File: src/rtl/l1_mem_arbiter.sv
// Arbiter for the single cache-line memory port shared by the L1 I-cache miss
// path (read-only) and the L1 D-cache miss/flush path, with a hang watchdog.
module l1_mem_arbiter #(
  parameter bit          D_PRIORITY     = 1'b1,
  parameter int unsigned TIMEOUT_CYCLES = 1024,
  parameter int unsigned CNT_W          = 16
) (
  input  logic         sys_clk,
  input  logic         rst,
  input  logic         i_req_read,
  input  logic [31:0]  i_req_addr,
  output logic         i_done,
  output logic [255:0] i_read_data,
  input  logic         d_req_read,
  input  logic         d_req_write,
  input  logic [31:0]  d_req_addr,
  input  logic [255:0] d_write_data,
  output logic         d_done,
  output logic [255:0] d_read_data,
  output logic         mem_req_read,
  output logic         mem_req_write,
  output logic [31:0]  mem_addr,
  output logic [255:0] mem_write_data,
  input  logic         mem_done,
  input  logic [255:0] mem_read_data,
  output logic         err_timeout
);

  typedef enum logic [1:0] {IDLE, BUSY_I, BUSY_D, RESP} state_e;

  localparam logic [CNT_W-1:0] TMO = CNT_W'(TIMEOUT_CYCLES);

  state_e         state_q, state_d;
  logic           last_d_q, last_d_d;
  logic [CNT_W-1:0] cnt_q, cnt_d;
  logic           i_done_q, i_done_d;
  logic [255:0]   i_read_data_q, i_read_data_d;
  logic           d_done_q, d_done_d;
  logic [255:0]   d_read_data_q, d_read_data_d;
  logic           mem_req_read_q, mem_req_read_d;
  logic           mem_req_write_q, mem_req_write_d;
  logic [31:0]    mem_addr_q, mem_addr_d;
  logic [255:0]   mem_write_data_q, mem_write_data_d;
  logic           err_timeout_q, err_timeout_d;

  logic d_req, grant_d, grant_i, timed_out;

  always_comb begin
    state_d          = state_q;
    last_d_d         = last_d_q;
    cnt_d            = cnt_q;
    i_done_d         = 1'b0;
    d_done_d         = 1'b0;
    i_read_data_d    = i_read_data_q;
    d_read_data_d    = d_read_data_q;
    mem_req_read_d   = mem_req_read_q;
    mem_req_write_d  = mem_req_write_q;
    mem_addr_d       = mem_addr_q;
    mem_write_data_d = mem_write_data_q;
    err_timeout_d    = err_timeout_q;
    d_req            = d_req_read | d_req_write;
    grant_d          = 1'b0;
    grant_i          = 1'b0;
    timed_out        = 1'b0;

    unique case (state_q)
      IDLE: begin
        // On a tie in round-robin mode the side that did not win last time goes.
        if (d_req && i_req_read) grant_d = D_PRIORITY ? 1'b1 : !last_d_q;
        else                     grant_d = d_req;
        grant_i = i_req_read && !grant_d;

        if (grant_d) begin
          state_d         = BUSY_D;
          last_d_d        = 1'b1;
          cnt_d           = '0;
          mem_addr_d      = {d_req_addr[31:5], 5'b0};
          mem_req_write_d = d_req_write;
          mem_req_read_d  = !d_req_write;
          if (d_req_write) mem_write_data_d = d_write_data;
        end else if (grant_i) begin
          state_d         = BUSY_I;
          last_d_d        = 1'b0;
          cnt_d           = '0;
          mem_addr_d      = {i_req_addr[31:5], 5'b0};
          mem_req_write_d = 1'b0;
          mem_req_read_d  = 1'b1;
        end
      end

      BUSY_I, BUSY_D: begin
        if (!mem_done && (TIMEOUT_CYCLES != 0)) begin
          cnt_d     = cnt_q + 1'b1;
          timed_out = (cnt_d == TMO);
        end
        // A completion on the same edge as the timeout wins over the abort.
        if (mem_done || timed_out) begin
          state_d         = RESP;
          mem_req_read_d  = 1'b0;
          mem_req_write_d = 1'b0;
          err_timeout_d   = err_timeout_q | timed_out;
          if (state_q == BUSY_I) begin
            i_done_d      = 1'b1;
            i_read_data_d = mem_done ? mem_read_data : '0;
          end else begin
            d_done_d = 1'b1;
            if (!mem_done)          d_read_data_d = '0;
            else if (mem_req_read_q) d_read_data_d = mem_read_data;
          end
        end
      end

      RESP: state_d = IDLE;

      default: state_d = IDLE;
    endcase
  end

  always_ff @(posedge sys_clk) begin
    if (rst) begin
      state_q          <= IDLE;
      last_d_q         <= 1'b1;
      cnt_q            <= '0;
      i_done_q         <= 1'b0;
      i_read_data_q    <= '0;
      d_done_q         <= 1'b0;
      d_read_data_q    <= '0;
      mem_req_read_q   <= 1'b0;
      mem_req_write_q  <= 1'b0;
      mem_addr_q       <= '0;
      mem_write_data_q <= '0;
      err_timeout_q    <= 1'b0;
    end else begin
      state_q          <= state_d;
      last_d_q         <= last_d_d;
      cnt_q            <= cnt_d;
      i_done_q         <= i_done_d;
      i_read_data_q    <= i_read_data_d;
      d_done_q         <= d_done_d;
      d_read_data_q    <= d_read_data_d;
      mem_req_read_q   <= mem_req_read_d;
      mem_req_write_q  <= mem_req_write_d;
      mem_addr_q       <= mem_addr_d;
      mem_write_data_q <= mem_write_data_d;
      err_timeout_q    <= err_timeout_d;
    end
  end

  assign i_done         = i_done_q;
  assign i_read_data    = i_read_data_q;
  assign d_done         = d_done_q;
  assign d_read_data    = d_read_data_q;
  assign mem_req_read   = mem_req_read_q;
  assign mem_req_write  = mem_req_write_q;
  assign mem_addr       = mem_addr_q;
  assign mem_write_data = mem_write_data_q;
  assign err_timeout    = err_timeout_q;

endmodule

File: config.mk
export PLATFORM = sky130hd
export DESIGN_NAME = l1_mem_arbiter
export DESIGN_NICKNAME = d
export VERILOG_FILES = /design/src/rtl/l1_mem_arbiter.sv
export SDC_FILE = /design/constraint.sdc
export NUM_CORES = 2
export LEC_CHECK = 0
export CORE_AREA = 4 4 531 533
export DETAILED_ROUTE_END_ITERATION = 16
export DIE_AREA = 0 0 535 537
export GPL_TIMING_DRIVEN = 0
export SETUP_SLACK_MARGIN = 0.4
export SYNTH_ARGS = -nofsm -noshare
export SYNTH_HDL_FRONTEND = slang
export SYNTH_SLANG_ARGS = --single-unit
File: constraint.sdc
create_clock -name sys_clk -period 4.56 [get_ports sys_clk]
set_clock_uncertainty 0.05 [all_clocks]
set_input_delay 0.912 -clock sys_clk [delete_from_list [all_inputs] [get_ports sys_clk]]
set_output_delay 0.912 -clock sys_clk [all_outputs]
set_load 0.1 [all_outputs]
Word level (Yosys, flattened, before mapping) --
Cells that the tools add are included.
Word-level totals: register bits after elaboration 823, input bits 582, output and inout bits 805, word-level logic and storage cells 69
Operators by class: $add $sub $neg 1, equal/unequal tests 8, mux-type cells 26, bitwise gates (word level) 5, reduce and logical (&&, ||, !) cells 18
Operator list (count):
- $mux 256 | 3
- $mux 32 | 2
- $mux 16 | 3
- $pmux 16 s2 | 1
- $add 16x1->16 const B | 1
- $eq 16x11->1 const B | 1
- $reduce_and 3->1 | 4
- $mux 1 | 11
- $mux 2 | 3
- $pmux 2 s3 | 1
- $reduce_and 2->1 | 3
- $eq 2x2->1 const B | 2
- $ne 2x2->1 const B | 2
- $pmux 1 s2 | 2
- $reduce_and 4->1 | 1
- $reduce_bool 2->1 | 2
- $ne 3x3->1 const B | 1
- $not 1->1 | 3
- $reduce_or 3->1 | 1
- $eq 2x1->1 const B | 1
- $logic_and 1x1->1 | 2
- $logic_not 1->1 | 2
- $logic_not 2->1 | 1
- $ne 2x1->1 const B | 1
- 3 further kinds | 4

Logic depth before layout (Yosys ltp) --
word-level depth 9, gate-level depth with buffers 11, gate-level depth less buffers 8

Worst setup path after synthesis --
OpenSTA, ideal clock, no wires.
path kind reg2reg, start point register cnt_q[0], end point register i_read_data_q[174] (netlist: i_read_data[174]), library setup time 0.118 ns, arrival time 2.753 ns, data required time 4.392 ns, setup slack 1.640 ns, cell stages (with the launch flop) 12, path buffers 3, clock period less this slack 2.920 ns, cell sequence dfxtp_1 -> ha_1 -> and3_1 -> clkbuf_1 -> nand4_1 -> xor2_1 -> or4_4 -> o21bai_2 -> a31oi_1 -> buf_2 -> buf_6 -> a22o_1
Between the ends: word-level cells in the longest chain between the ends 6
RTL lines:
- start: declaration | line 35 | logic [CNT_W-1:0] cnt_q, cnt_d;
- start signal: assignment | line 136 | cnt_q <= cnt_d;
- $add 16x1->16 | line 93 | cnt_d = cnt_q + 1'b1;
- $eq 16x11->1 | line 94 | timed_out = (cnt_d == TMO);
- $mux 1 | line 92 | if (!mem_done && (TIMEOUT_CYCLES != 0)) begin
- $mux 1 | line 66 | unique case (state_q)
- $logic_or 1x1->1 | line 97 | if (mem_done || timed_out) begin
- $reduce_and 3->1 (no source line)
- end signal: assignment | line 138 | i_read_data_q <= i_read_data_d;
- end: declaration | line 37 | logic [255:0] i_read_data_q, i_read_data_d;
No other way between the ends. The select of a mux whose other input is x is not followed. A chain may end at the register's enable or synchronous reset.

Worst setup path after layout --
start point register cnt_q[0], end point register d_read_data_q[150] (netlist: d_read_data[150])
Between the ends: word-level cells in the longest chain between the ends 6
RTL lines:
- $add 16x1->16 | line 93
- $eq 16x11->1 | line 94
- $mux 1 | line 92
- $mux 1 | line 66
- $logic_or 1x1->1 | line 97
- $reduce_and 4->1 (no source line)
- end signal: assignment | line 140 | d_read_data_q <= d_read_data_d;
- end: declaration | line 39 | logic [255:0] d_read_data_q, d_read_data_d;
No other way between the ends. The select of a mux whose other input is x is not followed.

==> impl_metrics.csv <==
group,metric,value,unit
yosys,yosys_most_used_dff,"sky130_fd_sc_hd__dfxtp_1",
layout,number_of_nets_in_the_layout,4698,
layout,layout-drive-gt1-share,6.578,%
sta,unrepaired_setup_endpoints_after_global_routing,"false",
clock_tree,cts_sinks,818,
routing,detail_route.drc_violations,0,
sta,max_slew_margin,0.2680,%
placement,placement.io_buffers,1370,
critical_path,worst_ep_arrival_time,4660,ps
global_routing,grt.overflow.total,0,
pwr,worst_supply_voltage_drop_on_vdd,0.0003320,V
placement,dp_hpwl,219800,um
clock_tree,cts_tree,"done",
critical_path,cp-start-kind,"flip-flop",
floorplan,row_count,193,
layout,layout.cells.non_filler,7935,
pwr,static-leakage-power,17.15,nW
pwr,power-per-cell-area,609.0,nW/um2
yosys,cell_count_after_synthesis,2621,
routing,detailedRoute.firstIterationViolations,1933,
routing,detail_route.wl_per_cell,31.46,um
sta,final-hold-violation-count,0,
layout,total_area_of_multi_input_combinational_cells,9280,um2
clock_tree,cts_root_buffer,"sky130_fd_sc_hd__clkbuf_16",
sta,timing.final.crit_share,87.96,%
critical_path,maximum_fanout_along_the_worst_path,10,
layout,filler_cell_count,30560,
floorplan,die-width,535,um
routing,vias,28520,
layout,seq_area,16380,um2
sta,slew_violations,0,
routing,dr.pass1.iters,5,
floorplan,die-area,287300,um2
sta,setup-tns-final,0,ps
floorplan,initial_core_util,9.681,%
routing,post_drt_via_cell_ratio,3.594,
clock_tree,cts_made_buffers,107,
global_routing,grt_pass1_vias,27800,
yosys,synth_enable_flop_cells,0,
worst_hold_path,worstHoldPathType,"reg2reg",
clock_tree,clock_pin_slew_on_the_worst_setup_and_hold_paths,60,ps
yosys,yosysWarnings,0,
sta,setup_viols_final,0,
global_routing,antenna_found_initial,153,
job,maxCapViolCount,0,
critical_path,critical_path_class,"reg2reg",
clock_tree,clock_path_buffers,4,
yosys,synth-async-reset-ratio,0,%
yosys,synth_area,26770,um2
sta,worst_slew_pin_slew,1491,ps
global_routing,grt_max_degree,18,
global_routing,global_route_wire_length_before_repair,307600,um
yosys,synthesis.area_per_instance,10.21,um2
floorplan,die_height,537,um
placement,placedCellCount,7707,
layout,areaGrowthSynthToFinish,82.99,%
yosys,synth.distinct_cells,49,
clock_tree,worstSkewPairLatency,810,ps
critical_path,end_kind,"flip-flop",
routing,route.antenna.remaining_nets,0,
placement,gpl.final_weighted_congestion,0.9957,
pwr,report.power.total,29.83,mW
floorplan,coreArea,276500,um2
clock_tree,cts.htree.levels,3,
critical_path,worst-endpoint-required,5210,ps
sta,finalWorstPathRequiredPeriod,4011,ps
run_status,run_status,"finished clean",
floorplan,top_level_i_o_count,1387,
layout,layout.core_utilization,17.71,%
routing,postRouteWirelength,249700,um
global_routing,grt_usage,16.43,%
yosys,ys_ff_latch,818,
yosys,yosysSeqAreaShare,61.18,%
sta,fmax,249.3,MHz
## routing by layer
layer	vias up	global-route usage [%]	share of wire (%)
met5	-	0.3289	0.28
met4	112	5.497	3.8
met3	453	8.729	13
met2	1730	25.80	44
met1	13810	19.03	39
li1	12410	-	-
## worst paths after layout
kind / startpoint / endpoint / slack [ps] / depth (start not counted)
hold reg to reg: mem_write_data[6]$_SDFFE_PP0P_ / mem_write_data[6]$_SDFFE_PP0P_ / 400 / 2
setup reg to reg: cnt_q[0]$_SDFFE_PP0P_ / d_read_data[150]$_SDFFE_PP0P_ / 550 / 12
hold / removal: mem_write_data[6]$_SDFFE_PP0P_ / mem_write_data[6]$_SDFFE_PP0P_ / 400 / 2
setup / recovery: cnt_q[0]$_SDFFE_PP0P_ / d_read_data[150]$_SDFFE_PP0P_ / 550 / 12
## through the flow
step	setup WS (ps)	instance area [um2]	hold slack (ps)
after global routing	421.7	48930	415.0
after global placement	-1986	45130	393.2
after floorplan	1640	26780	411.7
after CTS	578.1	48900	402.4
final	548.8	48980	401.1
after detailed placement	-31.13	45160	395.0
## logic make-up after synthesis
| family | Yosys count | share of synthesized area [%] |
|---|---|---|
| muxes | 4 | 0.1543 |
| xor gates and xnor gates | 4 | 0.1309 |
| AOI/OAI and AO/OA | 866 | 23.94 |
| buffers and inverters | 241 | 4.282 |
| adders and majority gates | 5 | 0.2337 |
| DFF | 818 | 61.18 |
| other | 1 | 0.01401 |
| and+or+nand+nor | 682 | 10.06 |
## final cells by class
type                       count  area share [%]
timing repair buffer        1377           27.99
clock buffer                 141           6.034
antenna                       34          0.1737
tap                         3705           9.465
inverter                       4         0.03065
sequential                   818           33.43
buffer                       237           2.325
multi-input combinational   1566           18.95
clock inverter                53           1.602
## cells in the mapped netlist (all sizes together), types with 3 or more instances
cell | number | area, um2
buf | 59 | 461.7
nor3 | 13 | 65.06
inv | 4 | 15.01
a21oi | 278 | 1391
nand2 | 571 | 2143
nand2b | 3 | 18.77
nand4 | 7 | 43.79
dfxtp | 818 | 16380
or3 | 4 | 25.02
mux2i | 3 | 30.03
a211oi | 4 | 30.03
a22o | 512 | 4484
o21ai | 32 | 160.2
xnor2 | 3 | 26.28
and4 | 3 | 26.28
nor2 | 56 | 210.2
nor2b | 3 | 18.77
a311oi | 27 | 236.5
nand3 | 10 | 50.05
ha | 5 | 62.56
clkbuf | 178 | 669.4
## critical path, stage by stage (launching register included)
cell	delay [ps]
sky130_fd_sc_hd__dfxtp_1	490
sky130_fd_sc_hd__ha_1	320
sky130_fd_sc_hd__and3_1	180
sky130_fd_sc_hd__clkbuf_1	280
sky130_fd_sc_hd__nand4_1	260
sky130_fd_sc_hd__xor2_1	220
sky130_fd_sc_hd__or4_4	570
sky130_fd_sc_hd__o21bai_2	190
sky130_fd_sc_hd__a21oi_2	90
sky130_fd_sc_hd__buf_8	210
sky130_fd_sc_hd__clkbuf_1	430
sky130_fd_sc_hd__buf_2	390
sky130_fd_sc_hd__a22o_1	220
## sequential cells by signal, summed over array words and instances, names as in the netlist
signal	flops
mem_req_read	1
d_done	1
err_timeout	1
i_read_data	256
mem_req_write	1
i_done	1
cnt_q	16
d_read_data	256
state_q	2
mem_addr	27
mem_write_data	256
## what timing repair did
item | in CTS | in global routing
hold buffers | 0 | 0
buffers inserted | 0 | 0
endpoints found under the setup margin | 20 | 0
resized for setup | 1 | 0
## power by group
group | switching (mW) | internal [mW] | total, mW
sequential | 0.557 | 7.99 | 8.55
clock | 3.65 | 5.39 | 9.05
combinational | 9.59 | 2.64 | 12.2
total | 13.8 | 16.0 | 29.8
## placed cells by master (no fill, tap or decap), types with 5 or more instances in the layout
master	count
sky130_fd_sc_hd__clkdlybuf4s50_1	1346
sky130_fd_sc_hd__bufinv_16	14
sky130_fd_sc_hd__clkinv_4	10
sky130_fd_sc_hd__nor2_1	56
sky130_fd_sc_hd__clkinv_2	9
sky130_fd_sc_hd__buf_4	7
sky130_fd_sc_hd__diode_2	34
sky130_fd_sc_hd__nor3_1	12
sky130_fd_sc_hd__nand2_1	571
sky130_fd_sc_hd__clkbuf_16	107
sky130_fd_sc_hd__nand4_1	7
sky130_fd_sc_hd__clkbuf_1	192
sky130_fd_sc_hd__a311oi_1	27
sky130_fd_sc_hd__buf_2	51
sky130_fd_sc_hd__clkbuf_8	15
sky130_fd_sc_hd__nand3_1	10
sky130_fd_sc_hd__ha_1	5
sky130_fd_sc_hd__clkinvlp_4	9
sky130_fd_sc_hd__dfxtp_1	818
sky130_fd_sc_hd__a21oi_1	277
sky130_fd_sc_hd__o21ai_0	32
sky130_fd_sc_hd__a22o_1	512
sky130_fd_sc_hd__conb_1	5
sky130_fd_sc_hd__buf_6	25
Note: power is estimated with default switching activity, not from simulation.
